$ cat config.mk
export PLATFORM = sky130hd
export DESIGN_NAME = game_ctrl
export DESIGN_NICKNAME = d
export VERILOG_FILES = /design/src/rtl/game_pkg.sv /design/src/rtl/game_timer.sv /design/src/rtl/game_ctrl.sv
export SDC_FILE = /design/constraint.sdc
export NUM_CORES = 1
export LEC_CHECK = 0
export ABC_AREA = 1
export CAP_MARGIN = 10
export CELL_PAD_IN_SITES_DETAIL_PLACEMENT = 1
export CELL_PAD_IN_SITES_GLOBAL_PLACEMENT = 1
export CORE_MARGIN = 3
export CORE_UTILIZATION = 36
export DETAILED_ROUTE_END_ITERATION = 6
export MAX_ROUTING_LAYER = met4
export PLACE_DENSITY = 0.79
export SLEW_MARGIN = 10
export SYNTH_ARGS = -nofsm -noshare
export SYNTH_HDL_FRONTEND = slang
export SYNTH_SLANG_ARGS = --single-unit
$ cat constraint.sdc
create_clock -name clk -period 1.4 [get_ports clk]
set_input_delay 0.42 -clock clk [delete_from_list [all_inputs] [get_ports clk]]
set_output_delay 0.42 -clock clk [all_outputs]
set_load 0.05 [all_outputs]
$ cat src/rtl/game_pkg.sv
// Shared types and constants for the game sequencer: state encoding,
// BCD limits and the timer width helper.
package game_pkg;

    typedef enum logic [1:0] {
        NEWGAME = 2'd0,
        PLAY    = 2'd1,
        NEWBALL = 2'd2,
        OVER    = 2'd3
    } state_t;

    localparam logic [3:0] BCD_NINE = 4'd9;

    function automatic int timer_width(input int ticks);
        return $clog2(ticks);
    endfunction

endpackage

$ cat src/rtl/game_timer.sv
// Inter-round delay: a load starts a TIMER_TICKS-cycle countdown; done stays
// high once the count reaches zero.
module game_timer
    import game_pkg::*;
#(
    parameter int TIMER_TICKS = 200_000_000
) (
    input  logic clk,
    input  logic reset,
    input  logic load,
    output logic done
);

    localparam int TW = timer_width(TIMER_TICKS);

    logic [TW-1:0] r_count;

    // NOTE: sequential state uses non-blocking assignments so every register
    // samples pre-edge values, matching the hardware it describes.
    always_ff @(posedge clk) begin
        if (!reset) begin
            r_count <= '0;
        end else if (load) begin
            r_count <= TW'(TIMER_TICKS - 1);
        end else if (r_count != '0) begin
            r_count <= r_count - TW'(1);
        end
    end

    assign done = (r_count == '0);

endmodule

$ cat src/rtl/game_ctrl.sv
// Game sequencer: turns hit/miss events into score counter pulses, counts
// balls, and paces rounds with the inter-round timer.
module game_ctrl
    import game_pkg::*;
#(
    parameter int         BALLS       = 3,
    parameter int         TIMER_TICKS = 200_000_000,
    parameter logic [3:0] WIN_DIG1    = BCD_NINE,
    parameter logic [3:0] WIN_DIG0    = BCD_NINE
) (
    input  logic       clk,
    input  logic       reset,
    input  logic [1:0] btn,
    input  logic       hit,
    input  logic       miss,
    input  logic [3:0] dig0,
    input  logic [3:0] dig1,
    output logic       d_inc,
    output logic       d_clr,
    output logic       ball_still,
    output logic [1:0] balls_left,
    output logic [1:0] game_state,
    output logic       gover
);

    localparam logic [1:0] BALLS_INIT = 2'(BALLS);

    state_t     r_state;
    state_t     w_next_state;
    logic [1:0] r_balls;
    logic [1:0] w_balls_next;
    logic       r_d_inc;
    logic       r_d_clr;
    logic       w_d_inc_next;
    logic       w_d_clr_next;
    logic       w_timer_load;
    logic       w_timer_done;
    logic       w_saturated;
    logic       w_win;

    game_timer #(
        .TIMER_TICKS (TIMER_TICKS)
    ) u_timer (
        .clk   (clk),
        .reset (reset),
        .load  (w_timer_load),
        .done  (w_timer_done)
    );

    // Non-BCD digits can never match, even if a win parameter were out of range.
    assign w_saturated = (dig1 == BCD_NINE) && (dig0 == BCD_NINE);
    assign w_win       = (dig1 <= BCD_NINE) && (dig0 <= BCD_NINE) &&
                         (dig1 == WIN_DIG1) && (dig0 == WIN_DIG0);

    // NOTE: every signal written here gets a default first, so no path leaves
    // one unassigned and no latch is inferred.
    always_comb begin
        w_next_state = r_state;
        w_balls_next = r_balls;
        w_d_inc_next = 1'b0;
        w_d_clr_next = 1'b0;
        w_timer_load = 1'b0;
        case (r_state)
            NEWGAME: begin
                if (btn != 2'b00) begin
                    w_next_state = PLAY;
                    w_d_clr_next = 1'b1;
                    w_balls_next = BALLS_INIT;
                end
            end
            PLAY: begin
                w_d_inc_next = hit && !w_saturated;
                // A win outranks a simultaneous miss: the ball is not charged.
                if (w_win) begin
                    w_next_state = OVER;
                    w_timer_load = 1'b1;
                end else if (miss) begin
                    w_timer_load = 1'b1;
                    if (r_balls > 2'd1) begin
                        w_balls_next = r_balls - 2'd1;
                        w_next_state = NEWBALL;
                    end else begin
                        w_balls_next = 2'd0;
                        w_next_state = OVER;
                    end
                end
            end
            NEWBALL: begin
                // Requiring a released button keeps a held button from skipping the pause.
                if (w_timer_done && (btn == 2'b00)) begin
                    w_next_state = PLAY;
                end
            end
            OVER: begin
                if (w_timer_done) begin
                    w_next_state = NEWGAME;
                end
            end
            default: w_next_state = NEWGAME;
        endcase
    end

    always_ff @(posedge clk) begin
        if (!reset) begin
            r_state <= NEWGAME;
            r_balls <= BALLS_INIT;
            r_d_inc <= 1'b0;
            r_d_clr <= 1'b0;
        end else begin
            r_state <= w_next_state;
            r_balls <= w_balls_next;
            r_d_inc <= w_d_inc_next;
            r_d_clr <= w_d_clr_next;
        end
    end

    assign d_inc      = r_d_inc;
    assign d_clr      = r_d_clr;
    assign ball_still = (r_state != PLAY);
    assign balls_left = r_balls;
    assign game_state = r_state;
    assign gover      = (r_state == OVER);

endmodule

==> run_results.csv, run 1 <==
group,metric,value,unit
logic_synthesis,synth_warnings,0,
cts,htree_depth,2,
die,rows,26,
die,ioPinCount,22,
status,flow.first_error,"[ERROR DPL-0033] detailed placement checks failed during check placement.",
logic_synthesis,post_synthesis_sequential_area_ratio,0.339,
logic_synthesis,synth_area_in_adders,0.0125,
logic_synthesis,post_synth_most_frequent_cells,"nand2_1 (70), nor2_1 (56), dfxtp_1 (34)",
logic_synthesis,post_synth_num_cell_types,30,
logic_synthesis,postSynth.topFlopCell,"dfxtp_1",
logic_synthesis,synth_seq_cells,34,
cts,clock_tree.buffer_depth,2,
timing,grt-worst-endpoint,"game_state[0]$_SDFFE_PN0P_/D",
placed_design,post-place-cells,446,
cts,tritoncts.num_buffers,5,
timing,timing.repair.worst_endpoint_type,"register input",
die,starting_density_of_the_core,0.383,
status,failed_stage,"global routing (5_1_grt)",
logic_synthesis,asyncSetResetFlopFracSynth,0,
cts,cts_root_buffer,"clkbuf_8",
die,die-width,80.7,µm
logic_synthesis,syn_nets,313,
logic_synthesis,fraction_of_the_mapped_netlist_area_in_compound_gates,0.0835,
logic_synthesis,synthCells,297,
logic_synthesis,postSynthAreaPerCell,6.76,µm²
logic_synthesis,most_frequent_cell_after_synthesis,"nand2_1",
logic_synthesis,synth.area.top_cells,"dfxtp_1 (34%), nand2_1 (13%), nor2_1 (10%), nand3_1 (6.7%), inv_1 (4.1%)",
logic_synthesis,post_synth_xor_area_fraction,0.0567,
die,die_extent_in_y,80.7,µm
global_routing,grt_antenna_before_repair,0,
logic_synthesis,synth-edff-count,0,
logic_synthesis,mappedNetlistArea,2010,µm²
cts,cts.sink_count,34,
status,run_status,"stopped before the end",
cts,cts.hold.buffers_added,0,
placed_design,pre_cts_ws,-0.467,ns
logic_synthesis,main_combinational_cell_family_by_area_after_synthesis,"simple AND/OR/NAND/NOR gates",
logic_synthesis,simple_gate_share_of_the_synthesized_area,0.443,
placed_design,half_perimeter_wire_length_after_placement,5560,µm
logic_synthesis,synth.largest_area_cell,"dfxtp_1",
global_routing,grt_max_degree,22,
placed_design,port_buffers,21,
placed_design,routabilityCongestion,0.852,
logic_synthesis,synth.mux.area_fraction,0,
logic_synthesis,synthDominantCellAreaShare,0.339,
-- what timing repair did --
| item | 4_1_cts |
|---|---|
| setup buffers | 21 |
| pin swaps | 25 |
| resized for setup | 81 |
| gates cloned | 1 |
| endpoints found under the setup margin | 34 |
-- per-stage QoR --
| step | util | setup TNS, ns | cell area (µm²) |
|---|---|---|---|
| 4_1_cts | 0.651 | -2.05 | 3410 |
| 3_5_place_dp | 0.558 | -12.30 | 2920 |
| 3_3_place_gp | 0.558 | -10.12 | 2920 |
| 2_1_floorplan | - | -0.0377 | 2080 |
-- cell families after synthesis --
group                      Yosys count
AOI/OAI and AO/OA                   29
xor gates and xnor gates            13
and+or+nand+nor                    188
adders and majority gates            2
buffers and inverters               31
DFF                                 34
==> run 2: changes to the inputs <==
--- a/config.mk
+++ b/config.mk
@@ -7,13 +7,10 @@
 export LEC_CHECK = 0
 export ABC_AREA = 1
 export CAP_MARGIN = 10
-export CELL_PAD_IN_SITES_DETAIL_PLACEMENT = 1
-export CELL_PAD_IN_SITES_GLOBAL_PLACEMENT = 1
 export CORE_MARGIN = 3
-export CORE_UTILIZATION = 36
+export CORE_UTILIZATION = 40
 export DETAILED_ROUTE_END_ITERATION = 6
-export MAX_ROUTING_LAYER = met4
-export PLACE_DENSITY = 0.79
+export PLACE_DENSITY_LB_ADDON = 0.15
 export SLEW_MARGIN = 10
 export SYNTH_ARGS = -nofsm -noshare
 export SYNTH_HDL_FRONTEND = slang
==> constraint.sdc (replaced) <==
create_clock -name clk -period 1.8 [get_ports clk]
set_input_delay 0.54 -clock clk [delete_from_list [all_inputs] [get_ports clk]]
set_output_delay 0.54 -clock clk [all_outputs]
set_load 0.05 [all_outputs]
==> run 2 against run 1 <==
- the run now ends clean
- synthesized cell count stayed put
- synthesized area stayed put
==> run_results.csv, run 2 <==
group,metric,value,unit
global_routing,grt.total_usage,0.176,
timing,finalClockSkew,0.00449,ns
logic_synthesis,postSynth.topFlopCell,"dfxtp_1",
routing,wirelength,4840,µm
logic_synthesis,synthCells,297,
logic_synthesis,synth-edff-count,0,
placed_design,routabilityCongestion,0.886,
logic_synthesis,postSynthAreaPerCell,6.76,µm²
timing,max_slew_margin,0.730,
power,share_seq_of_total_power,0.303,
timing,setup_repair_after_global_routing_missed_its_margin,"no",
logic_synthesis,post_synthesis_sequential_area_ratio,0.339,
cells_and_area,registers.top_by_ff_count,"u_timer.r_count",
cells_and_area,num-nets-final,354,
cts,htree_depth,2,
setup_path,worstSetupStartpointType,"register",
routing,detail_route.vias_per_cell,4.80,
setup_path,element_type_at_the_critical_path_end,"primary output",
routing,drtPass1Iterations,4,
placed_design,port_buffers,21,
placed_design,half_perimeter_wire_length_after_placement,3800,µm
timing,final-setup-viol-count,0,
job,drv_cap,0,
timing,finalCritPeriodShare,0.942,
logic_synthesis,synth.area.top_cells,"dfxtp_1 (34%), nand2_1 (13%), nor2_1 (10%), nand3_1 (6.7%), inv_1 (4.1%)",
cts,cts_post_setup_buffers_inserted,0,
die,ioPinCount,22,
power,vdd_ir_drop_max,0.742,mV
power,cell_internal_pwr,1.98,mW
global_routing,overflow,0,
setup_path,path_max_fanout,6,
setup_path,crit_path_cell_trace,"nand2_1 -> inv_1 -> buf_12",
setup_path,path_class,"reg2out",
logic_synthesis,asyncSetResetFlopFracSynth,0,
cells_and_area,antennaDiodeCount,0,
cts,cts_root_buffer,"clkbuf_8",
logic_synthesis,synth.largest_area_cell,"dfxtp_1",
cells_and_area,layout_common_cells,"nand2_1 (69), nor2_1 (56), dfxtp_1 (33), nand3_1 (27), inv_1 (21)",
logic_synthesis,most_frequent_cell_after_synthesis,"nand2_1",
setup_path,cp.buffers_inverters,2,
setup_path,cp_slowest_cell,"dfxtp_1",
timing,post-route-min-period,1.70,ns
die,starting_density_of_the_core,0.420,
logic_synthesis,post_synth_num_cell_types,30,
logic_synthesis,post_synth_most_frequent_cells,"nand2_1 (70), nor2_1 (56), dfxtp_1 (34)",
global_routing,grt_antenna_before_repair,0,
timing,setup_ws,0.105,ns
logic_synthesis,syn_nets,313,
global_routing,first_pass_grt_wire_length,8530,µm
cells_and_area,final_common_cell,"nand2_1",
cts,clkSlewWorstSetupHoldPaths,0.07,ns
timing,worst-slew-pin-transition,0.403,ns
power,swShare,0.448,
power,p_per_area,1390,nW/µm²
power,netSwitchingPower,1.61,mW
die,dieArea,5910,µm²
placed_design,pre_cts_ws,-0.191,ns
setup_path,worstPathArrival,1.16,ns
die,die-width,76.9,µm
cells_and_area,flow.area_growth_from_synthesis,28.7,%
timing,final.hold.worst_slack,0.502,ns
routing,wire_per_inst,11.9,µm
logic_synthesis,mappedNetlistArea,2010,µm²
logic_synthesis,synth_warnings,0,
die,rows,25,
die,fp.coreArea,4790,µm²
logic_synthesis,synthDominantCellAreaShare,0.339,
routing,remaining_drc_errors,0,
routing,dr_iter_0_viols,113,
routing,vias,1950,
status,run_status,"finished, final reports clean",
setup_path,critical_path.max_stage_delay,0.48,ns
cts,tritoncts,"yes",
cts,clock_tree.buffer_depth,2,
power,combPwrFrac,0.533,
hold_path,timing.hold.worst.class,"reg2reg",
cts,clk-insertion-delay-late,0.28,ns
global_routing,grt_max_degree,17,
cts,tritoncts.num_buffers,5,
routing,final_antenna_net_count,0,
cts,cts.sink_count,34,
setup_path,critical-path-top-delay-family,"flip-flops",
power,clock_power_share,0.164,
setup_path,worst_ep_required_time,1.26,ns
timing,hold_viol_final,0,
cells_and_area,drive_above_1_share,0.206,
logic_synthesis,synth_seq_cells,34,
timing,clock.fmax,590,MHz
cells_and_area,largest_reg_flops,28,
cts,cts.hold.buffers_added,0,
die,die_extent_in_y,76.9,µm
power,leakagePower,1.19,nW
global_routing,first_global_vias,1864,
timing,report.final.slew_viol_count,0,
-- run 2: cell counts after synthesis --
Identical to the previous run, type by type.
-- run 2: repair_timing --
| action | 4_1_cts | 5_1_grt |
|---|---|---|
| setup endpoints to repair | 0 | 31 |
| hold endpoints to repair | 0 | 0 |
| resized for setup | 0 | 4 |
-- run 2: routing by layer --
metal / global-route usage / routed length, µm / vias up
li1: - / - / 1034
met1: 0.224 / 2330 / 883
met2: 0.294 / 2310 / 29
met3: 0.0387 / 158 / 4
met4: 0.0543 / 47 / 0
met5: 0 / 0 / -
-- run 2: power groups by stage --
stage | Combinational [mW] | Clock [mW] | Sequential [mW]
after floorplan | 1.41 | 0 | 1.12
after detailed placement | 1.90 | 0 | 1.10
final | 1.91 | 0.588 | 1.09
after global placement | 1.89 | 0 | 1.10
after CTS | 1.91 | 0.601 | 1.09
after global routing | 2.15 | 0.633 | 1.11
-- run 2: final cells by class --
cell class | instances | area (µm²)
Sequential cell | 34 | 682
Clock inverter | 1 | 5.00
Multi-Input combinational cell | 232 | 1210
Inverter | 25 | 93.8
Timing Repair Buffer | 40 | 420
Clock buffer | 7 | 86.3
Fill cell | 476 | 2200
Tap cell | 67 | 83.8
-- run 2: stage by stage --
step / std cells / cell area (µm²) / setup TNS [ns] / util / power, mW
after floorplan: 297 / 2010 / 0 / - / 2.53
after global placement: 398 / 2480 / -2.22 / 0.518 / 2.99
after detailed placement: 398 / 2480 / -3.85 / 0.518 / 3.01
after CTS: 406 / 2570 / 0 / 0.537 / 3.60
after global routing: 406 / 2580 / 0 / 0.540 / 3.89
final: 406 / 2580 / 0 / 0.540 / 3.59
-- run 2: worst paths after layout --
check	startpoint	end	slack, ns	cells past startpoint
worst max-delay path	game_state[0]	gover	0.10	3
worst min-delay path	u_timer.r_count[1]	u_timer.r_count[1]	0.50	2
worst max register to register	u_timer.r_count[7]	u_timer.r_count[21]	0.21	10
worst min register to register	u_timer.r_count[1]	u_timer.r_count[1]	0.50	2
-- run 2: worst register-to-register path, cell delays in order, from the launching register on --
cell	delay [ns]
dfxtp_1	0.34
nor2_1	0.20
nand3_1	0.17
nor2_4	0.22
nand3_1	0.11
nor2_2	0.18
nand2_1	0.07
nand2_1	0.06
nand3_1	0.06
inv_1	0.05
nor2_1	0.03
-- run 2: logic make-up (layout without fill, tap and decap cells) --
logic type,Yosys count,count (layout),share of synthesized area
and+or+nand+nor,188,188,0.443
DFF,34,34,0.339
buffers and inverters,31,73,0.0654
AOI/OAI and AO/OA,29,29,0.0835
xor gates and xnor gates,13,13,0.0567
adders and majority gates,2,2,0.0125
Power figures use the tool's default switching activity.
